File: src/rtl/wb_frame_pkg.sv
// ---------------------------------------------------------------------------
// wb_frame_pkg
// Shared types and constants for the frame read-back path.
//   frame_state_t  : reader FSM states
//   BYTES_PER_WORD : pixels packed into one 32-bit memory word
//   ADR_STEP       : byte-address increment between consecutive words
//   TS_OFFSET      : offset of the timestamp word from the frame start
//                    (same layout the camera write path produces)
//   cntWidth()     : counter width helper that never returns zero
// ---------------------------------------------------------------------------
package wb_frame_pkg;

    typedef enum logic [2:0] {
        IDLE,
        RD_TS,
        RD_PX,
        EMIT,
        DONE
    } frame_state_t;

    localparam int BYTES_PER_WORD = 4;
    localparam int ADR_STEP       = 4;
    localparam int TS_OFFSET      = 0;

    // A dimension of 1 would give $clog2() == 0, which is not a legal width.
    function automatic int cntWidth(input int n);
        return (n > 1) ? $clog2(n) : 1;
    endfunction

endpackage

File: src/rtl/wb_frame_reader_if.sv
// ---------------------------------------------------------------------------
// wb_frame_reader_if
// Wishbone classic read-only bus between the frame reader (master) and the
// frame RAM arbiter (slave).
//   m_wb_cyc / m_wb_stb : cycle and strobe, master -> slave
//   m_wb_adr            : word-aligned byte address, master -> slave
//   m_wb_we             : write enable, always 0 from this master
//   m_i_wb_dat          : read data, slave -> master
//   m_wb_ack            : acknowledge, slave -> master
// ---------------------------------------------------------------------------
interface wb_frame_reader_if #(
    parameter int ADR_WIDTH = 15
) ();

    logic                 m_wb_cyc;
    logic                 m_wb_stb;
    logic [ADR_WIDTH-1:0] m_wb_adr;
    logic                 m_wb_we;
    logic [31:0]          m_i_wb_dat;
    logic                 m_wb_ack;

    modport master (
        output m_wb_cyc,
        output m_wb_stb,
        output m_wb_adr,
        output m_wb_we,
        input  m_i_wb_dat,
        input  m_wb_ack
    );

    modport slave (
        input  m_wb_cyc,
        input  m_wb_stb,
        input  m_wb_adr,
        input  m_wb_we,
        output m_i_wb_dat,
        output m_wb_ack
    );

endinterface

File: src/rtl/wb_word_unpacker.sv
// ---------------------------------------------------------------------------
// wb_word_unpacker
// Holds one 32-bit memory word and hands it out as four bytes, LSB first,
// over a valid/ready handshake.
//   clk, rst_n    : clock, asynchronous active-low reset
//   i_load        : load i_word and start emitting from byte 0
//   i_word        : word to unpack
//   i_ready       : downstream accept
//   o_dat, o_vld  : current byte and its valid
//   o_word_done   : strobe in the cycle the last byte of the word transfers
// ---------------------------------------------------------------------------
module wb_word_unpacker
    import wb_frame_pkg::*;
(
    input  logic        clk,
    input  logic        rst_n,
    input  logic        i_load,
    input  logic [31:0] i_word,
    input  logic        i_ready,
    output logic [7:0]  o_dat,
    output logic        o_vld,
    output logic        o_word_done
);

    localparam int IDX_W = $clog2(BYTES_PER_WORD);

    logic [31:0]      r_word;
    logic [IDX_W-1:0] r_idx;
    logic             r_vld;
    logic             w_xfer;
    logic             w_lastByte;

    assign w_xfer     = r_vld & i_ready;
    assign w_lastByte = (r_idx == IDX_W'(BYTES_PER_WORD - 1));

    // Word register and byte index; valid drops right after the last byte
    // so the owner can start the next bus read in the following cycle.
    always_ff @(posedge clk or negedge rst_n) begin
        if (!rst_n) begin
            r_word <= '0;
            r_idx  <= '0;
            r_vld  <= 1'b0;
        end else if (i_load) begin
            r_word <= i_word;
            r_idx  <= '0;
            r_vld  <= 1'b1;
        end else if (w_xfer) begin
            r_idx <= r_idx + IDX_W'(1);
            if (w_lastByte) begin
                r_vld <= 1'b0;
            end
        end
    end

    assign o_dat       = r_word[{r_idx, 3'b000} +: 8];
    assign o_vld       = r_vld;
    // Combinational so the FSM can leave EMIT on the same edge the last byte
    // transfers, keeping the word-to-word gap at one bus cycle.
    assign o_word_done = w_xfer & w_lastByte;

endmodule

File: src/rtl/wb_frame_reader.sv
// ---------------------------------------------------------------------------
// wb_frame_reader
// Wishbone master that reads one stored frame (timestamp word followed by
// ROWS x COLS pixels packed four per word, first pixel in bits [7:0]) and
// replays it as a byte stream with frame/line markers.
//   clk, rst_n          : clock, asynchronous active-low reset
//   start               : one-cycle pulse to begin a frame (ignored if busy)
//   rd_addr_start       : byte address of the timestamp word
//   busy, done          : frame in progress / one-cycle completion pulse
//   timestamp           : timestamp word of the current/last frame
//   o_dat, o_vld        : pixel byte and valid
//   o_ready             : downstream accept
//   o_sof, o_eol, o_eof : first of frame / last of line / last of frame
//   wb                  : Wishbone classic master port (read only)
// ---------------------------------------------------------------------------
module wb_frame_reader
    import wb_frame_pkg::*;
#(
    parameter int ADR_WIDTH = 15,
    parameter int ROWS      = 120,
    parameter int COLS      = 160
) (
    input  logic                 clk,
    input  logic                 rst_n,
    input  logic                 start,
    input  logic [ADR_WIDTH-1:0] rd_addr_start,
    output logic                 busy,
    output logic                 done,
    output logic [31:0]          timestamp,
    output logic [7:0]           o_dat,
    output logic                 o_vld,
    input  logic                 o_ready,
    output logic                 o_sof,
    output logic                 o_eol,
    output logic                 o_eof,
    wb_frame_reader_if.master    wb
);

    localparam int COL_W = cntWidth(COLS);
    localparam int ROW_W = cntWidth(ROWS);

    frame_state_t         r_state;
    logic [ADR_WIDTH-1:0] r_adr;
    logic                 r_cyc;
    logic                 r_busy;
    logic                 r_done;
    logic [31:0]          r_ts;
    logic [ROW_W-1:0]     r_row;
    logic [COL_W-1:0]     r_col;

    logic                 w_ack;
    logic                 w_load;
    logic                 w_vld;
    logic                 w_xfer;
    logic                 w_wordDone;
    logic                 w_lastCol;
    logic                 w_lastRow;
    logic                 w_lastPix;

    // A late ack while the bus is idle must never reach the FSM or unpacker.
    assign w_ack     = r_cyc & wb.m_wb_ack;
    assign w_load    = (r_state == RD_PX) & w_ack;
    assign w_xfer    = w_vld & o_ready;
    assign w_lastCol = (r_col == COL_W'(COLS - 1));
    assign w_lastRow = (r_row == ROW_W'(ROWS - 1));
    assign w_lastPix = w_lastCol & w_lastRow;

    wb_word_unpacker u_unpacker (
        .clk         (clk),
        .rst_n       (rst_n),
        .i_load      (w_load),
        .i_word      (wb.m_i_wb_dat),
        .i_ready     (o_ready),
        .o_dat       (o_dat),
        .o_vld       (w_vld),
        .o_word_done (w_wordDone)
    );

    // Frame sequencer: one outstanding bus read at a time, never overlapped
    // with pixel emission. Bus and status outputs are registered here.
    always_ff @(posedge clk or negedge rst_n) begin
        if (!rst_n) begin
            r_state <= IDLE;
            r_adr   <= '0;
            r_cyc   <= 1'b0;
            r_busy  <= 1'b0;
            r_done  <= 1'b0;
            r_ts    <= '0;
            r_row   <= '0;
            r_col   <= '0;
        end else begin
            case (r_state)
                IDLE: begin
                    r_done <= 1'b0;
                    if (start) begin
                        r_adr   <= rd_addr_start + ADR_WIDTH'(TS_OFFSET);
                        r_row   <= '0;
                        r_col   <= '0;
                        r_cyc   <= 1'b1;
                        r_busy  <= 1'b1;
                        r_state <= RD_TS;
                    end
                end
                RD_TS: begin
                    // Keep cyc/stb up so the first pixel word follows at once.
                    if (w_ack) begin
                        r_ts    <= wb.m_i_wb_dat;
                        r_adr   <= r_adr + ADR_WIDTH'(ADR_STEP);
                        r_state <= RD_PX;
                    end
                end
                RD_PX: begin
                    if (w_ack) begin
                        r_cyc   <= 1'b0;
                        r_adr   <= r_adr + ADR_WIDTH'(ADR_STEP);
                        r_state <= EMIT;
                    end
                end
                EMIT: begin
                    if (w_xfer) begin
                        if (w_lastCol) begin
                            r_col <= '0;
                            r_row <= r_row + ROW_W'(1);
                        end else begin
                            r_col <= r_col + COL_W'(1);
                        end
                    end
                    // COLS is a multiple of 4, so the frame always ends on
                    // the last byte of a word.
                    if (w_wordDone) begin
                        if (w_lastPix) begin
                            r_done  <= 1'b1;
                            r_state <= DONE;
                        end else begin
                            r_cyc   <= 1'b1;
                            r_state <= RD_PX;
                        end
                    end
                end
                DONE: begin
                    r_done  <= 1'b0;
                    r_busy  <= 1'b0;
                    r_state <= IDLE;
                end
                default: begin
                    r_cyc   <= 1'b0;
                    r_busy  <= 1'b0;
                    r_done  <= 1'b0;
                    r_state <= IDLE;
                end
            endcase
        end
    end

    assign wb.m_wb_cyc = r_cyc;
    assign wb.m_wb_stb = r_cyc;
    assign wb.m_wb_adr = r_adr;
    assign wb.m_wb_we  = 1'b0;

    assign busy      = r_busy;
    assign done      = r_done;
    assign timestamp = r_ts;
    assign o_vld     = w_vld;

    // Markers qualify the byte on o_dat and are forced low without valid.
    assign o_sof = w_vld & (r_row == '0) & (r_col == '0);
    assign o_eol = w_vld & w_lastCol;
    assign o_eof = w_vld & w_lastPix;

endmodule

File: src/flat_wrapper.sv
// flat-port wrapper written by rule: the top's interface ports become plain ports
module wb_frame_reader_flat import wb_frame_pkg::*;
#(
    parameter int ADR_WIDTH = 15,
    parameter int ROWS      = 120,
    parameter int COLS      = 160
)
  (clk, rst_n, start, rd_addr_start, busy, done, timestamp, o_dat, o_vld, o_ready, o_sof, o_eol, o_eof, wb_m_wb_cyc, wb_m_wb_stb, wb_m_wb_adr, wb_m_wb_we, wb_m_i_wb_dat, wb_m_wb_ack);
  wb_frame_reader_if #(.ADR_WIDTH(ADR_WIDTH)) wb_i ();
  input  logic clk;
  input  logic rst_n;
  input  logic start;
  input  logic [ADR_WIDTH-1:0] rd_addr_start;
  output logic busy;
  output logic done;
  output logic [31:0] timestamp;
  output logic [7:0] o_dat;
  output logic o_vld;
  input  logic o_ready;
  output logic o_sof;
  output logic o_eol;
  output logic o_eof;
  output wire logic [$bits(wb_i.m_wb_cyc)-1:0] wb_m_wb_cyc;
  output wire logic [$bits(wb_i.m_wb_stb)-1:0] wb_m_wb_stb;
  output wire logic [$bits(wb_i.m_wb_adr)-1:0] wb_m_wb_adr;
  output wire logic [$bits(wb_i.m_wb_we)-1:0] wb_m_wb_we;
  input wire logic [$bits(wb_i.m_i_wb_dat)-1:0] wb_m_i_wb_dat;
  input wire logic [$bits(wb_i.m_wb_ack)-1:0] wb_m_wb_ack;
  assign wb_m_wb_cyc = wb_i.m_wb_cyc;
  assign wb_m_wb_stb = wb_i.m_wb_stb;
  assign wb_m_wb_adr = wb_i.m_wb_adr;
  assign wb_m_wb_we = wb_i.m_wb_we;
  assign wb_i.m_i_wb_dat = wb_m_i_wb_dat;
  assign wb_i.m_wb_ack = wb_m_wb_ack;
  wb_frame_reader #(.ADR_WIDTH(ADR_WIDTH), .ROWS(ROWS), .COLS(COLS)) u_core (.clk(clk), .rst_n(rst_n), .start(start), .rd_addr_start(rd_addr_start), .busy(busy), .done(done), .timestamp(timestamp), .o_dat(o_dat), .o_vld(o_vld), .o_ready(o_ready), .o_sof(o_sof), .o_eol(o_eol), .o_eof(o_eof), .wb(wb_i));
endmodule
File: config.mk
export PLATFORM = sky130hd
export DESIGN_NAME = wb_frame_reader_flat
export DESIGN_NICKNAME = d
export VERILOG_FILES = /design/src/rtl/wb_frame_pkg.sv /design/src/rtl/wb_frame_reader_if.sv /design/src/rtl/wb_word_unpacker.sv /design/src/rtl/wb_frame_reader.sv /design/src/flat_wrapper.sv
export SDC_FILE = /design/constraint.sdc
export NUM_CORES = 1
export LEC_CHECK = 0
export BUFFER_PORTS_ARGS = -buffer_cell sky130_fd_sc_hd__buf_4
export CORE_MARGIN = 5
export CORE_UTILIZATION = 58
export CTS_CLUSTER_SIZE = 12
export DETAILED_ROUTE_END_ITERATION = 7
export PLACE_DENSITY = 0.87
export SLEW_MARGIN = 5
export SYNTH_ARGS = -nofsm -noshare
export SYNTH_HDL_FRONTEND = slang
export SYNTH_SLANG_ARGS = --single-unit
File: constraint.sdc
create_clock -name clk -period 4.5 [get_ports clk]
set_clock_uncertainty 0.05 [all_clocks]
set_input_delay 0.675 -clock clk [delete_from_list [all_inputs] [get_ports clk]]
set_output_delay 0.675 -clock clk [all_outputs]
set_load 0.01 [all_outputs]
==> impl_results.md, run 1 <==
- Max Cap Viol: 0
- Total track usage: 0.226
- Worst path required time: 3770 ps
- TNS Setup: 0 ps
- Placed wire-length estimate: 7.95 mm
- Share of cells above drive strength 1: 0.424
- Cell family with most CP delay: simple AND/OR/NAND/NOR gates
- Post-synthesis sequential area ratio: 0.525
- Leakage Power: 2.67 nW
- Drt pass-1 iters: 5
- Crit-path cells: nor3b_1, and4_1, and2_1, buf_4
- Syn_area_per_cell: 12.0 sq um
- Routed len/inst: 18.2 um
- Drc violations: 0
- Die W: 102 um
- Status: finished clean
- Ys flop type: dfrtp_1
- Routed WL: 11.3 mm
- Die Y: 102 um
- Fill count: 576
- Share of synthesized flip-flops with an asynchronous set or reset: 1.00
- Pwr dens: 671 mW/mm^2
- Core Area: 0.00822 sq mm
- # nets final: 570
- CTS Root Buffer Type: clkbuf_8
- FP Rows: 33
- Most common cell after layout, fill and taps aside: buf_4
- Final worst-path cycle share: 0.594
- Clock-pin slew of the registers on the worst-case setup and hold paths: 100 ps
- Clock Latency Late Sink: 360 ps
- Distinct cells, synth: 53
- Post-CTS resize count: 0
- Crit path kind: flip-flop to output pin
- Initial antenna violation count: 0
- Vias per cell: 6.01
- Yosys warns: 0
- DR iter-0 viols: 186
- RSZ-0062 raised after global routing: no
- Worst Max-Slew Pin Slew: 973 ps
- Post-synth EDFFs: 0
- Global-route wire length before repair: 18.7 mm
- Finished Core Util: 0.729
- PortBufs: 114
- Die area: 0.0104 sq mm
- GP Congestion: 0.870
- H-tree lvl count: 3
- Fin crit period: 2670 ps
- Buf/Inv on CP: 1
- Worst VDD drop: 0.000426 V
- WP data arrival: 1950 ps
- CTS max path bufs: 2
- Mapped Cells: 409
- Post-Syn Nets: 467
- Crit end category: output pin
- Slowest CP cell: nor3b_1
- Max_slew headroom: 0.349
- Final-report hold violation count: 0
- Post-DRT Antenna Nets: 0
- Post-CTS setup buffers: 0
- Fmax: 0.374 GHz
- Final Power: 4.02 mW
- Crit Path Max Fanout: 6
- Hold Crit Class: primary input to asynchronous set/reset pin
- Number of global-route vias before repair: 3783
- Commonest non-fill, non-tap cells in the layout: 117 x buf_4, 103 x dfrtp_1, 65 x mux2_2
- Flops & latches, synth: 103
- CTS tree: yes
- Area grow syn2layout: 21.9%
- Global route overflow: 0
- Total via count after detailed routing: 3737
- # diodes: 0
- Clock Sink Count: 103
- Cts bufs inserted: 9
- Synth Cell Area: 0.00491 sq mm
- Cts hold-fix bufs: 0
- Final setup violating endpoints: 0
- Pins Over Slew Limit: 0
- Startpoint Class: flip-flop
- Largest net degree at the start of global routing: 71
- Starting density of the core: 0.598
- Worst path max stage delay: 460 ps
- IO Pins: 116
## Yosys cell counts, types with 3 or more instances
library cell    n  area, sq um
o31ai_1         3         22.5
nand3_1        18         90.1
a21oi_1        23          115
mux4_2          8          180
and3_1          5         31.3
o221a_2         4         45.0
dfrtp_1       103         2580
or4_1           4         30.0
and2_1          3         18.8
xnor2_1         4         35.0
o2bb2ai_1       3         26.3
nand4b_1        3         26.3
mux2_2         65          732
and4_1          4         35.0
buf_2          10         50.1
nor2_1         14         52.6
nor3_1          3         15.0
o21ai_0        17         85.1
a21o_1          4         30.0
clkbuf_1        9         33.8
nor4_1          5         31.3
ha_1            6         75.1
inv_1           8         30.0
or3_1           3         18.8
nand2_1        26         97.6
a2bb2oi_1       3         26.3
mux2i_1         4         40.0
a31oi_1         3         18.8
nand4_1         8         50.1
## per-stage QoR
step                area, sq um  setup WS [ps]  instances  hold WS [ps]
floorplan                  4910           2380        409           329
global placement           5810           2050        606           411
detailed placement         5810           1940        606           419
CTS                        5990           1820        622           381
global route               5990           1640        622           416
finish                     5990           1830        622           365
## worst reg2reg max path, cell delays in order (launching register included)
cell      delay (ps)
dfrtp_1          660
nand3b_1         450
a21oi_1          700
nor2_1           230
a31o_2           290
## layout make-up
type	instances	area [sq um]	share of cell area
Clock buffer	10	128	0.0213
Inverter	8	30.0	0.00501
Tap cell	105	131	0.0219
Multi-Input combinational cell	273	2190	0.365
Sequential cell	103	2580	0.430
Timing Repair Buffer	117	878	0.147
Clock inverter	6	57.6	0.00961
## cell families after synthesis
logic type               synth area share
AO/OA/AOI/OAI                       0.100
multiplexers                        0.194
flip-flops                          0.525
buffers and inverters              0.0323
other                            0.000763
AND/OR/NAND/NOR                     0.124
adder cells (fa/ha/maj)            0.0153
XOR/XNOR                          0.00891
## state kept, by name, summed over array words and instances (netlist names)
register / cells
u_core.u_unpacker.r_word: 32
u_core.timestamp: 32
u_core.wb.m_wb_adr: 15
u_core.r_col: 8
u_core.busy: 1
u_core.r_state: 3
u_core.u_unpacker.o_vld: 1
u_core.wb.m_wb_cyc: 1
u_core.done: 1
u_core.u_unpacker.r_idx: 2
u_core.r_row: 7
## report_power, final
part / leakage, nW / switching, mW / internal [mW]
combinational: 1.35 / 0.802 / 0.980
clock: 0.0957 / 0.339 / 0.217
sequential: 1.23 / 0.357 / 1.32
total: 2.67 / 1.50 / 2.52
## worst paths after layout
kind	startpoint	endpoint	slack (ps)	cells after the start
worst max-delay path	u_core.r_col[5]	o_eof	1830	4
min in group clk	u_core.wb.m_wb_adr[0]	u_core.wb.m_wb_adr[0]	440	2
worst min-delay path	rst_n	u_core.r_row[2]	360	1
worst min register to register	u_core.wb.m_wb_adr[0]	u_core.wb.m_wb_adr[0]	440	2
worst max register to register	u_core.r_state[2]	u_core.r_row[2]	2020	4
max in group asynchronous	rst_n	u_core.wb.m_wb_adr[14]	3070	2
## routing by layer
layer / vias up / track usage / part of all wire
li1: 1722 / - / -
met1: 1834 / 0.294 / 0.40
met2: 164 / 0.360 / 0.48
met3: 17 / 0.0840 / 0.11
met4: 0 / 0.0636 / 0.012
met5: - / 0 / 0
Note: power is estimated with default switching activity, not from simulation.
==> run 2: changes to the inputs <==
--- a/config.mk
+++ b/config.mk
@@ -7,10 +7,10 @@
 export LEC_CHECK = 0
 export BUFFER_PORTS_ARGS = -buffer_cell sky130_fd_sc_hd__buf_4
 export CORE_MARGIN = 5
-export CORE_UTILIZATION = 58
+export CORE_UTILIZATION = 54
 export CTS_CLUSTER_SIZE = 12
 export DETAILED_ROUTE_END_ITERATION = 7
-export PLACE_DENSITY = 0.87
+export PLACE_DENSITY = 0.82
 export SLEW_MARGIN = 5
 export SYNTH_ARGS = -nofsm -noshare
 export SYNTH_HDL_FRONTEND = slang
==> constraint.sdc (replaced) <==
create_clock -name clk -period 2.5 [get_ports clk]
set_clock_uncertainty 0.05 [all_clocks]
set_input_delay 0.375 -clock clk [delete_from_list [all_inputs] [get_ports clk]]
set_output_delay 0.375 -clock clk [all_outputs]
set_load 0.01 [all_outputs]
==> impl_results.md, run 2 (synthesized netlist as in run 1, its figures left out) <==
- Status: finished clean
- Clock Latency Late Sink: 370 ps (about the same)
- Commonest non-fill, non-tap cells in the layout: 121 x buf_4, 103 x dfrtp_1, 65 x mux2_2
- Die Y: 105 um (+3.3%)
- Met3 Wirelength: 924 um (-22%)
- Area grow syn2layout: 24.6%
- Int Pwr: 4.65 mW (+84%)
- Crit Path Max Fanout: 7 (+1)
- CTS Root Buffer Type: clkbuf_8
- Hold Crit Class: primary input to flip-flop
- Final-report hold violation count: 0 (unchanged)
- Net Sw Frac: 0.365 (-0.00769)
- Drc violations: 0 (unchanged)
- Global-route wire length before repair: 18.6 mm (-0.66%)
- DR iter-0 viols: 137 (-26%)
- RSZ-0062 raised after global routing: no
- H-tree lvl count: 3 (unchanged)
- Pwr dens: 1200 mW/mm^2 (+78%)
- Global route overflow: 0 (unchanged)
- GP Congestion: 0.883 (+1.5%)
- Max Cap Viol: 0 (unchanged)
- CTS tree: yes
- Clock Sink Count: 103 (unchanged)
- Worst path max stage delay: 400 ps (-60 ps)
- Highest routed layer: met4
- Final setup violating endpoints: 0 (unchanged)
- Post-DRT Antenna Nets: 0 (unchanged)
- Worst VDD drop: 0.000675 V (+58%)
- Max_slew headroom: 0.383 (+0.0336)
- Pins Over Slew Limit: 0 (unchanged)
- Clock-pin slew of the registers on the worst-case setup and hold paths: 100 ps (about the same)
- Combinational share of power: 0.457 (+0.014)
- CTS max path bufs: 2 (unchanged)
- Vias per cell: 5.84 (-2.9%)
- Fmax: 0.423 GHz
- # diodes: 0 (unchanged)
- Crit end category: output pin
- Routed WL: 11.1 mm (-2.4%)
- Core Area: 0.00881 sq mm (+7.2%)
- Final Power: 7.32 mW (+82%)
- Starting density of the core: 0.558 (-0.0400)
- IO Pins: 116 (unchanged)
- Fin crit period: 2370 ps
- Die area: 0.0111 sq mm (+6.7%)
- Total via count after detailed routing: 3694 (-1.2%)
- Largest net degree at the start of global routing: 53 (-25%)
- Die W: 105 um (+3.3%)
- Leakage Power: 2.74 nW (+2.4%)
- TNS Setup: 0 ps (unchanged)
- Most common cell after layout, fill and taps aside: buf_4
- Share of cells above drive strength 1: 0.434 (+0.0107)
- Finished Core Util: 0.695 (-0.0339)
- Wl on met1: 4.51 mm (-1.3%)
- Crit-path cells: ha_1, and4_1, and4_1, and2_1, buf_4
- Sw Pwr: 2.67 mW (+78%)
- Met2 wire length: 5.51 mm (+1.4%)
- Most frequent CP cell: and4_1
- Number of global-route vias before repair: 3854 (+1.9%)
- Total track usage: 0.205 (-0.0217)
- Startpoint Class: flip-flop
- WP data arrival: 1940 ps (about the same)
- Worst Max-Slew Pin Slew: 922 ps (-50.2 ps)
- Placed wire-length estimate: 8.08 mm (+1.7%)
- Worst path required time: 2080 ps (-1690 ps)
- Clock power share: 0.144 (+0.006)
- Crit path kind: flip-flop to output pin
- Slowest CP cell: dfrtp_1
- FP Rows: 34 (+3.0%)
- Routed len/inst: 17.5 um (-4.1%)
- Reg power frac: 0.399 (-0.019)
- Drt pass-1 iters: 4 (-1)
- PortBufs: 114 (unchanged)
- Initial antenna violation count: 0 (unchanged)
- Cts bufs inserted: 9 (unchanged)
- # nets final: 578 (+1.4%)
- Final worst-path cycle share: 0.946
## run 2: final timing paths
| path | startpoint | end | slack (ps) | cells after the start |
|---|---|---|---|---|
| max | u_core.r_col[1] | o_eof | 130 | 5 |
| max in group asynchronous | rst_n | u_core.u_unpacker.r_word[14] | 1150 | 3 |
| min reg2reg | u_core.wb.m_wb_adr[1] | u_core.wb.m_wb_adr[1] | 440 | 2 |
| min | rd_addr_start[1] | u_core.wb.m_wb_adr[1] | 150 | 3 |
| max reg2reg | u_core.r_col[0] | u_core.r_row[2] | 310 | 5 |
| min in group asynchronous | rst_n | u_core.r_row[5] | 510 | 2 |
## run 2: timing repair
item	CTS	global route
gates resized for setup	0	1
endpoints found under the hold margin	1	0
setup buffers	0	0
endpoints found under the setup margin	0	1
hold buffers	1	0
## run 2: critical path: cells and delay by family, from the launching register on
family | cells | cell delay [ps]
and+or+nand+nor | 3 | 830
DFF | 1 | 400
adders and majority gates | 1 | 220
buffers and inverters | 1 | 120
## run 2: layout make-up
cell class | instances | area, sq um
fill | 662 | 2680
sequential | 103 | 2580
multi-input combinational | 273 | 2190
timing repair buffer | 125 | 978
clock buffer | 10 | 138
tap | 108 | 135
clock inverter | 6 | 70.1
inverter | 8 | 30.0
## run 2: metal layers
metal / vias to the layer above / GRT usage
met2: 116 / 0.344
met1: 1836 / 0.254
met4: 0 / 0.0515
met5: - / 0
met3: 12 / 0.0703
li1: 1730 / -
## run 2: per-stage QoR
step	instances	cell area [sq um]	worst slack [ps]	hold slack (ps)
final	633	6120	134	150
after floorplan	409	4910	568	29.4
after detailed placement	616	5900	345	412
after global placement	616	5900	430	404
after CTS	633	6120	116	141
after global routing	633	6120	1.08	137
## run 2: power by group through the flow
stage | Sequential [mW] | Clock (mW) | Combinational [mW]
6_report | 2.92 | 1.05 | 3.35
4_1_cts | 2.92 | 1.09 | 3.40
5_1_grt | 3.04 | 1.17 | 3.65
3_5_place_dp | 2.95 | 0 | 3.38
2_1_floorplan | 2.97 | 0 | 1.94
3_3_place_gp | 2.90 | 0 | 3.30
